[src/rtl/uart_pkg.sv]
// Shared types and constants for the buffered UART transmitter.
// The parity feature is selected with the UART_TX_PARITY_EN macro, see uart_tx_buffered.sv.
package uart_pkg;

  typedef enum logic [2:0] {
    IDLE,
    START,
    DATA,
    PARITY,
    STOP
  } uart_tx_state_t;

  localparam int   UART_DATA_BITS = 8;
  localparam logic UART_START_LVL = 1'b0;
  localparam logic UART_STOP_LVL  = 1'b1;

endpackage

[src/rtl/uart_tx_fifo.sv]
// Synchronous byte FIFO feeding the UART transmitter.
// Pushes are ignored when full and pops when empty.
// A simultaneous push and pop leaves the count unchanged.
module uart_tx_fifo
  import uart_pkg::*;
#(
  parameter  int DEPTH  = 16,
  parameter  int DATA_W = UART_DATA_BITS,
  localparam int PTR_W  = $clog2(DEPTH),
  localparam int CNT_W  = $clog2(DEPTH + 1)
) (
  input  logic              i_clk,
  input  logic              i_rst,
  input  logic              i_push,
  input  logic [DATA_W-1:0] i_push_data,
  input  logic              i_pop,
  output logic [DATA_W-1:0] o_pop_data,
  output logic              o_full,
  output logic              o_empty,
  output logic [CNT_W-1:0]  o_count
);

  logic [DATA_W-1:0] r_mem [DEPTH];
  logic [PTR_W-1:0]  r_wr_ptr;
  logic [PTR_W-1:0]  r_rd_ptr;
  logic [CNT_W-1:0]  r_count;
  logic              w_do_push;
  logic              w_do_pop;

  assign o_full     = (r_count == CNT_W'(DEPTH));
  assign o_empty    = (r_count == '0);
  assign w_do_push  = i_push && !o_full;
  assign w_do_pop   = i_pop && !o_empty;
  assign o_pop_data = r_mem[r_rd_ptr];
  assign o_count    = r_count;

  // Storage array; not reset, since contents are only visible through the count.
  always_ff @(posedge i_clk) begin
    if (w_do_push) begin
      r_mem[r_wr_ptr] <= i_push_data;
    end
  end

  // Pointers wrap naturally at the power-of-two depth; count tracks occupancy.
  always_ff @(posedge i_clk or posedge i_rst) begin
    if (i_rst) begin
      r_wr_ptr <= '0;
      r_rd_ptr <= '0;
      r_count  <= '0;
    end else begin
      if (w_do_push) begin
        r_wr_ptr <= r_wr_ptr + PTR_W'(1);
      end
      if (w_do_pop) begin
        r_rd_ptr <= r_rd_ptr + PTR_W'(1);
      end
      case ({w_do_push, w_do_pop})
        2'b10:   r_count <= r_count + CNT_W'(1);
        2'b01:   r_count <= r_count - CNT_W'(1);
        default: r_count <= r_count;
      endcase
    end
  end

endmodule

[src/rtl/uart_tx_buffered.sv]
// Buffered UART transmitter: byte FIFO plus 8N1 serialiser.
// Define UART_TX_PARITY_EN to insert an even-parity bit (8E1 frames).
//
// state  | meaning
// IDLE   | line high, waiting for the FIFO to become non-empty
// START  | start bit (low) for CLKS_PER_BIT cycles
// DATA   | 8 data bits, LSB first, CLKS_PER_BIT cycles each
// PARITY | even parity of the data byte (parity builds only)
// STOP   | stop bit (high); last cycle pops the next byte if present
module uart_tx_buffered
  import uart_pkg::*;
#(
  parameter  int CLKS_PER_BIT = 10417,
  parameter  int FIFO_DEPTH   = 16,
  localparam int CNT_W        = $clog2(FIFO_DEPTH + 1)
) (
  input  logic                      i_clk,
  input  logic                      i_rst,
  input  logic [UART_DATA_BITS-1:0] i_wr_data,
  input  logic                      i_wr_valid,
  output logic                      o_wr_ready,
  output logic                      o_tx,
  output logic                      o_busy,
  output logic [CNT_W-1:0]          o_fifo_count
);

  localparam int               BAUD_W    = $clog2(CLKS_PER_BIT);
  localparam logic [BAUD_W-1:0] BAUD_LAST = BAUD_W'(CLKS_PER_BIT - 1);
  localparam logic [2:0]       BIT_LAST  = 3'(UART_DATA_BITS - 1);

  uart_tx_state_t            r_state;
  logic [BAUD_W-1:0]         r_baud;
  logic [2:0]                r_bit_idx;
  logic [UART_DATA_BITS-1:0] r_shift;
  logic                      r_tx;

  logic                      w_baud_last;
  logic                      w_pop;
  logic                      w_fifo_full;
  logic                      w_fifo_empty;
  logic [UART_DATA_BITS-1:0] w_fifo_data;
  logic [CNT_W-1:0]          w_fifo_count;

  assign w_baud_last = (r_baud == BAUD_LAST);
  // Pop from IDLE, or on the last stop cycle so back-to-back frames have no gap.
  assign w_pop = !w_fifo_empty &&
                 ((r_state == IDLE) || ((r_state == STOP) && w_baud_last));

  uart_tx_fifo #(
    .DEPTH  (FIFO_DEPTH),
    .DATA_W (UART_DATA_BITS)
  ) u_fifo (
    .i_clk       (i_clk),
    .i_rst       (i_rst),
    .i_push      (i_wr_valid),
    .i_push_data (i_wr_data),
    .i_pop       (w_pop),
    .o_pop_data  (w_fifo_data),
    .o_full      (w_fifo_full),
    .o_empty     (w_fifo_empty),
    .o_count     (w_fifo_count)
  );

  assign o_wr_ready   = !w_fifo_full;
  assign o_fifo_count = w_fifo_count;
  assign o_busy       = (r_state != IDLE) || (w_fifo_count != '0);
  assign o_tx         = r_tx;

  // Frame sequencer; the line level is registered from the current state, one cycle behind it.
  always_ff @(posedge i_clk or posedge i_rst) begin
    if (i_rst) begin
      r_state   <= IDLE;
      r_baud    <= '0;
      r_bit_idx <= '0;
      r_shift   <= '0;
      r_tx      <= UART_STOP_LVL;
    end else begin
      case (r_state)
        IDLE: begin
          r_tx   <= UART_STOP_LVL;
          r_baud <= '0;
          if (!w_fifo_empty) begin
            r_shift <= w_fifo_data;
            r_state <= START;
          end
        end
        START: begin
          r_tx <= UART_START_LVL;
          if (w_baud_last) begin
            r_baud    <= '0;
            r_bit_idx <= '0;
            r_state   <= DATA;
          end else begin
            r_baud <= r_baud + BAUD_W'(1);
          end
        end
        DATA: begin
          r_tx <= r_shift[r_bit_idx];
          if (w_baud_last) begin
            r_baud    <= '0;
            r_bit_idx <= r_bit_idx + 3'd1;
            if (r_bit_idx == BIT_LAST) begin
`ifdef UART_TX_PARITY_EN
              r_state <= PARITY;
`else
              r_state <= STOP;
`endif
            end
          end else begin
            r_baud <= r_baud + BAUD_W'(1);
          end
        end
`ifdef UART_TX_PARITY_EN
        PARITY: begin
          r_tx <= ^r_shift;
          if (w_baud_last) begin
            r_baud  <= '0;
            r_state <= STOP;
          end else begin
            r_baud <= r_baud + BAUD_W'(1);
          end
        end
`endif
        STOP: begin
          r_tx <= UART_STOP_LVL;
          if (w_baud_last) begin
            r_baud <= '0;
            if (!w_fifo_empty) begin
              r_shift <= w_fifo_data;
              r_state <= START;
            end else begin
              r_state <= IDLE;
            end
          end else begin
            r_baud <= r_baud + BAUD_W'(1);
          end
        end
        default: begin
          r_tx    <= UART_STOP_LVL;
          r_baud  <= '0;
          r_state <= IDLE;
        end
      endcase
    end
  end

endmodule

[config.mk]
export PLATFORM = sky130hd
export DESIGN_NAME = uart_tx_buffered
export DESIGN_NICKNAME = d
export VERILOG_FILES = /design/src/rtl/uart_pkg.sv /design/src/rtl/uart_tx_fifo.sv /design/src/rtl/uart_tx_buffered.sv
export SDC_FILE = /design/constraint.sdc
export NUM_CORES = 1
export LEC_CHECK = 0
export ABC_CLOCK_PERIOD_IN_PS = 11000
export BUFFER_PORTS_ARGS = -buffer_cell sky130_fd_sc_hd__buf_4
export CAP_MARGIN = 0
export CORE_MARGIN = 3
export CORE_UTILIZATION = 40
export DETAILED_ROUTE_END_ITERATION = 6
export MAX_ROUTING_LAYER = met4
export PLACE_DENSITY = 0.65
export SLEW_MARGIN = 0
export SYNTH_ARGS = -nofsm -noshare
export SYNTH_HDL_FRONTEND = slang
export SYNTH_SLANG_ARGS = --single-unit
[constraint.sdc]
create_clock -name i_clk -period 11 [get_ports i_clk]
set_input_delay 2.2 -clock i_clk [delete_from_list [all_inputs] [get_ports i_clk]]
set_output_delay 2.2 -clock i_clk [all_outputs]
set_load 0.03 [all_outputs]
; ---- Word-level counts from Yosys, hierarchy flattened
; Memories as Yosys holds them, arrays and structs flattened.
; Cells that the tools add are included.
[classes]
n_mux = 21
add_sub_neg = 6
order_cmp = 1
eq_ne = 13
n_reduce_logical = 19
[ops]
columns = op, count
row1 = 2-to-1 mux 14 bit, 2
row2 = 2-to-1 mux 3 bit, 7
row3 = 2-to-1 mux 8 bit, 2
row4 = one-hot mux 8 bit (2 select lines), 1
row5 = "adder 14 x 1 -> 14 bit, second input constant", 1
row6 = "== test 14 bit, second input constant", 1
row7 = one-hot mux 3 bit (4 select lines), 1
row8 = "inequality test 2 bit, second input constant", 5
row9 = one-hot mux 5 bit (2 select lines), 1
row10 = "adder 4 x 1 -> 4 bit, second input constant", 2
row11 = "== test 3 bit, second input constant", 2
row12 = one-hot mux 3 bit (2 select lines), 1
row13 = nonzero test 2 bit, 3
row14 = "adder 5 x 1 -> 5 bit, second input constant", 1
row15 = "== test 5 bit, second input constant", 1
row16 = logical NOT 5 bit, 1
row17 = AND reduction 5 bit, 1
row18 = nonzero test 5 bit, 1
row19 = "subtractor 5 x 1 -> 5 bit, second input constant", 1
row20 = logical AND 1 bit, 4
row21 = "< comparator 3 x 4 -> 1 bit, second input constant", 1
row22 = 2-to-1 mux 1 bit, 4
row23 = "adder 3 x 1 -> 3 bit, second input constant", 1
row24 = binary-select mux 1 bit (select 3 bit), 1
row25 = 12 further kinds, 14
[word_totals]
input_bits = 11
output_inout_bits = 8
ff_bits = 42
mem_count = 1
wordCells = 69
ram_bits = 128
[mem_list]
columns = memory, words, word_bits, read_ports, rd_ports_with_merged_regs, wr, line
row1 = u_fifo.r_mem, 16, 8, 1, 0, 1, uart_tx_fifo.sv:23  ; logic [DATA_W-1:0] r_mem [DEPTH];

; ---- Logic depth before layout (Yosys ltp)
[depth]
depth_word = 7
ltp_mapped = 15
depth_no_buf = 13

; ---- Cells and area by module
; From an unflattened synthesis, not the netlist that was laid out.
[unflattened]
hier_cells = 477
area_unflattened_um2 = 7413.4
[modules_own_cells]
columns = mod, instances, seq_area_each_um2, cells_each, area_per_inst_um2
row1 = uart_tx_fifo, 1, 4169.0, 333, 5836.8
row2 = uart_tx_buffered, 1, 726.9, 144, 1576.5

; ---- Worst setup path after synthesis
; OpenSTA, ideal clock, no wires.
[synth_path]
kind = input to register
start = in i_wr_valid
end = reg u_fifo.r_count[4], in the netlist u_fifo.o_count[4]
setup_ns = 0.080
stages = 11
path_buffers = 1
t_arrival_ns = 4.280
slack_ns = 6.639
t_required_ns = 10.920
path_cell_list = and2_1 -> clkbuf_1 -> inv_1 -> ha_1 -> xor2_1 -> ha_1 -> or3b_2 -> a21oi_1 -> a21oi_1 -> o32ai_1 -> xor2_1
[synth_via]
elab_chain_cells = 3
elab_cells_between_ends = 5
cone_classes = eq/ne (2) / mux (1) / reduce/logical (2)
[synth_rtl]
columns = element, line
row1 = start: declaration, uart_tx_buffered.sv:20  ; input logic i_wr_valid,
row2 = logical AND 1 bit (*), uart_tx_fifo.sv:32  ; assign w_do_push = i_push && !o_full;
row3 = == test 2 x 1 -> 1 bit / == test 2 bit (equally long branches), uart_tx_fifo.sv:57  ; case ({w_do_push, w_do_pop})
row4 = one-hot mux 5 bit (2 select lines) / nonzero test 2 bit (equally long branches), -
row5 = end signal: assignment, uart_tx_fifo.sv:58  ; 2'b10: r_count <= r_count + CNT_W'(1);
row6 = end signal: assignment, uart_tx_fifo.sv:59  ; 2'b01: r_count <= r_count - CNT_W'(1);
row7 = end signal: assignment, uart_tx_fifo.sv:60  ; default: r_count <= r_count;
row8 = end: declaration, uart_tx_fifo.sv:26  ; logic [CNT_W-1:0] r_count;
; Every way passes the cells marked *; elsewhere a longest branch is shown, timed or not.
; A chain may end at the register's enable or synchronous reset.

; ---- Worst setup path after layout
[layout_path]
start = reg u_fifo.r_count[1], in the netlist u_fifo.o_count[1]
end = out o_busy
[layout_via]
elab_chain_cells = 2
[layout_rtl]
columns = element, line
row1 = nonzero test 5 bit, uart_tx_buffered.sv:66  ; assign o_busy = (r_state != IDLE) || (w_fifo_count != '0);
row2 = logical OR 1 bit, uart_tx_buffered.sv:66
row3 = end: declaration, uart_tx_buffered.sv:23  ; output logic o_busy,
; Every way passes these cells.

==> implementation parameters <==
Parameter                              Value

Final layout
  Final core utilization    47.4%
  Layout overhead on the synthesized area    13.6%
  Net count, final    465
  Share of final-layout standard cells stronger than drive strength 1    a little under a quarter
  Most frequent cells in the layout    128 x sky130_fd_sc_hd__edfxtp_1, 40 x sky130_fd_sc_hd__dfrtp_1, 34 x sky130_fd_sc_hd__mux4_2
  Most common cell after layout, fill and taps aside    sky130_fd_sc_hd__edfxtp_1
  # diodes    0
  Fill count    1434

STA
  Worst slew slack as a fraction of its limit    a little under a quarter
  Fmax    240 MHz
  Setup clock skew after layout    0.00782 ns
  Post-route minimum period    4.16 ns
  Setup Viol. Count Final    0
  RSZ-0062 raised after global routing    no
  Period utilisation layout    37.8%
  Slew at the pin closest to its max-slew limit    1.15 ns
  Worst hold slack    between 0.4 and 0.5 ns
  Number of max-slew violations in the final report    0
  Sum of negative setup slack    0 ns
  Count of endpoints failing hold in the final timing report    0

Logic synthesis
  Warnings from Yosys    0
  Post-synth top flop    sky130_fd_sc_hd__edfxtp_1
  Post-Synthesis Cells    417
  Mean Syn Cell Area    16.9 µm²
  Number of synthesized flops with an enable pin    128
  Distinct cell type count after synthesis    47
  Share of synthesized registers carrying an async set or reset    24.7%
  Seq cells post-synth    170
  Synthesized netlist net count    440
  Share of the yosys chip area belonging to registers    69.3%
  Post-Syn Area    7070 µm²

Critical path
  Crit. End Element    primary output
  Critical-path top delay cell    sky130_fd_sc_hd__nor3b_1
  Signal arrival time at the worst endpoint    between 1.5 and 2 ns
  Classification of the worst setup path    flop to primary output
  Worst path cell trace    nor3_1 > nor3b_1 > nand2_1 > buf_4
  Crit-path leading delay family    simple AND/OR/NAND/NOR gates
  Required time reported for the critical path endpoint    8.80 ns
  Crit path buffers/inverters    1
  Slowest cell delay on critical path    roughly 0.46 ns
  Crit start category    flop
  Worst Path Max Fanout    7

CTS
  Number of resized instances in the post-cts repair step    0
  TritonCTS clock tree    built
  Postcts setup bufs    0
  Post-CTS Hold Buffers    0
  Clock latency on the worst-skew pair    between 0.4 and 0.5 ns
  TritonCTS sink count    170
  Root Buffer Master    sky130_fd_sc_hd__clkbuf_16
  Clock input transition at the sequential cells of the worst setup and hold paths    0.07 ns
  Clock buffer depth    2
  TritonCTS buffer count    17
  Level count of the clock H-tree    4

Floorplanning
  Placeable core area    16900 µm²
  Std-Cell Rows    47
  Die area    19300 µm²
  I/O pin cnt    19
  Chip Width    139 µm
  Initial standard-cell utilization of the core    41.7%
  Die height    139 µm

Routing
  Vias    3661
  Violation count after the first detailed-route iteration    360
  DR DRC count    0
  Number of nets still failing antenna checks after routing    0
  Routed length per placed instance    just under 20 µm
  Wirelength, routed    13.1 mm
  First-pass detailed-route iteration total    4
  Via-to-Cell Ratio    5.42

Placement
  Port-buffer cells    18
  Post-DP HPWL    8.33 mm
  Final weighted congestion in routability-driven placement    between 0.8 and 0.9

Flow run
  Max-capacitance violation count    0

Global route
  Remaining Overflow, GRT    0
  Wire length of the first global-routing pass    21.1 mm
  Antenna violations before repair    0
  Aggregate global-route resource usage    14.7%
  Pin count of the biggest net entering global routing    43
  Vias in the first global route    3760

Status
  Outcome    finished clean

Worst hold path
  Path category of the worst min-delay check    flop to flop

Power and ir drop
  Cell area power density    257 nW/µm²
  Leakage    roughly 2.8 nW
  Worst-case vdd ir drop    0.000157 V
[cell type report]
cell class / instances / area (µm²) / area share [%]
Clock buffer: 17 / 425 / 5.30
Timing Repair Buffer: 26 / 195 / 2.43
Clock inverter: 15 / 151 / 1.89
Tap cell: 220 / 275 / 3.43
Sequential cell: 170 / 4900 / 61.0
Inverter: 11 / 41.3 / 0.514
Multi-Input combinational cell: 216 / 2040 / 25.5
[sequential cells by signal (all words and copies together), names as in the netlist]
register         flops
o_tx                 1
u_fifo.r_wr_ptr      4
u_fifo.r_rd_ptr      4
r_bit_idx            3
u_fifo.r_mem       128
r_state              3
r_baud              14
r_shift              8
u_fifo.o_count       5
[layer usage]
metal	track usage, %	up-vias	wire, µm
met5	-	-	0
met4	4.17	0	172
met3	4.10	11	865
met2	20.9	94	6240
met1	20.8	1887	5870
li1	-	1669	-
[synthesized netlist by cell type (5+ instances only)]
master	n	area, µm²
sky130_fd_sc_hd__dfrtp_1	41	1030
sky130_fd_sc_hd__mux2_2	9	101
sky130_fd_sc_hd__o21ai_0	6	30.0
sky130_fd_sc_hd__xnor2_1	10	87.6
sky130_fd_sc_hd__nor2_1	28	105
sky130_fd_sc_hd__edfxtp_1	128	3840
sky130_fd_sc_hd__nand2_1	22	82.6
sky130_fd_sc_hd__mux4_2	34	766
sky130_fd_sc_hd__clkbuf_1	10	37.5
sky130_fd_sc_hd__ha_1	12	150
sky130_fd_sc_hd__buf_1	6	22.5
sky130_fd_sc_hd__nor3_1	8	40.0
sky130_fd_sc_hd__nand4_1	5	31.3
sky130_fd_sc_hd__a22oi_1	18	135
sky130_fd_sc_hd__xor2_1	11	96.3
sky130_fd_sc_hd__a21oi_1	9	45.0
sky130_fd_sc_hd__nand3_1	5	25.0
sky130_fd_sc_hd__inv_1	11	41.3
[cells by family after synthesis]
family                     count (synthesis)  synth area share (%)
buffers and inverters                     31                  1.81
and+or+nand+nor                           91                  6.60
xor gates and xnor gates                  22                  2.83
adders and majority gates                 12                  2.12
muxes                                     45                  12.6
AOI/OAI and AO/OA                         46                  4.80
DFF                                      170                  69.3
[report_power, final]
part,total [mW],switching [mW],internal (mW)
Combinational,0.621,0.340,0.281
Sequential,0.872,0.0770,0.795
Clock,0.573,0.270,0.303
Total,2.07,0.687,1.38
[metrics by stage]
| stage | power, mW | setup WS, ns | instance area, µm² | cells |
|---|---|---|---|---|
| 6_report | 2.07 | 6.84 | 8030 | 675 |
| 2_1_floorplan | 1.34 | 6.64 | 7070 | 417 |
| 3_5_place_dp | 1.51 | 6.49 | 7450 | 643 |
| 4_1_cts | 2.09 | 6.78 | 8030 | 675 |
| 3_3_place_gp | 1.49 | 6.57 | 7450 | 643 |
| 5_1_grt | 2.18 | 6.69 | 8030 | 675 |
[final timing paths]
| path | cells past startpoint | startpoint | endpoint | slack, ns |
|---|---|---|---|---|
| worst max-delay path | 4 | u_fifo.o_count[1] | o_busy | 6.84 |
| worst min-delay path | 1 | r_baud[0] | r_baud[0] | 0.48 |
| worst max register to register | 13 | r_baud[0] | u_fifo.o_count[4] | 7.04 |
| worst min register to register | 1 | r_baud[0] | r_baud[0] | 0.48 |
| max in group asynchronous | 3 | i_rst | u_fifo.r_rd_ptr[0] | 8.68 |
| min in group asynchronous | 3 | i_rst | r_baud[10] | 1.93 |
(Power assumes the default switching activity.)
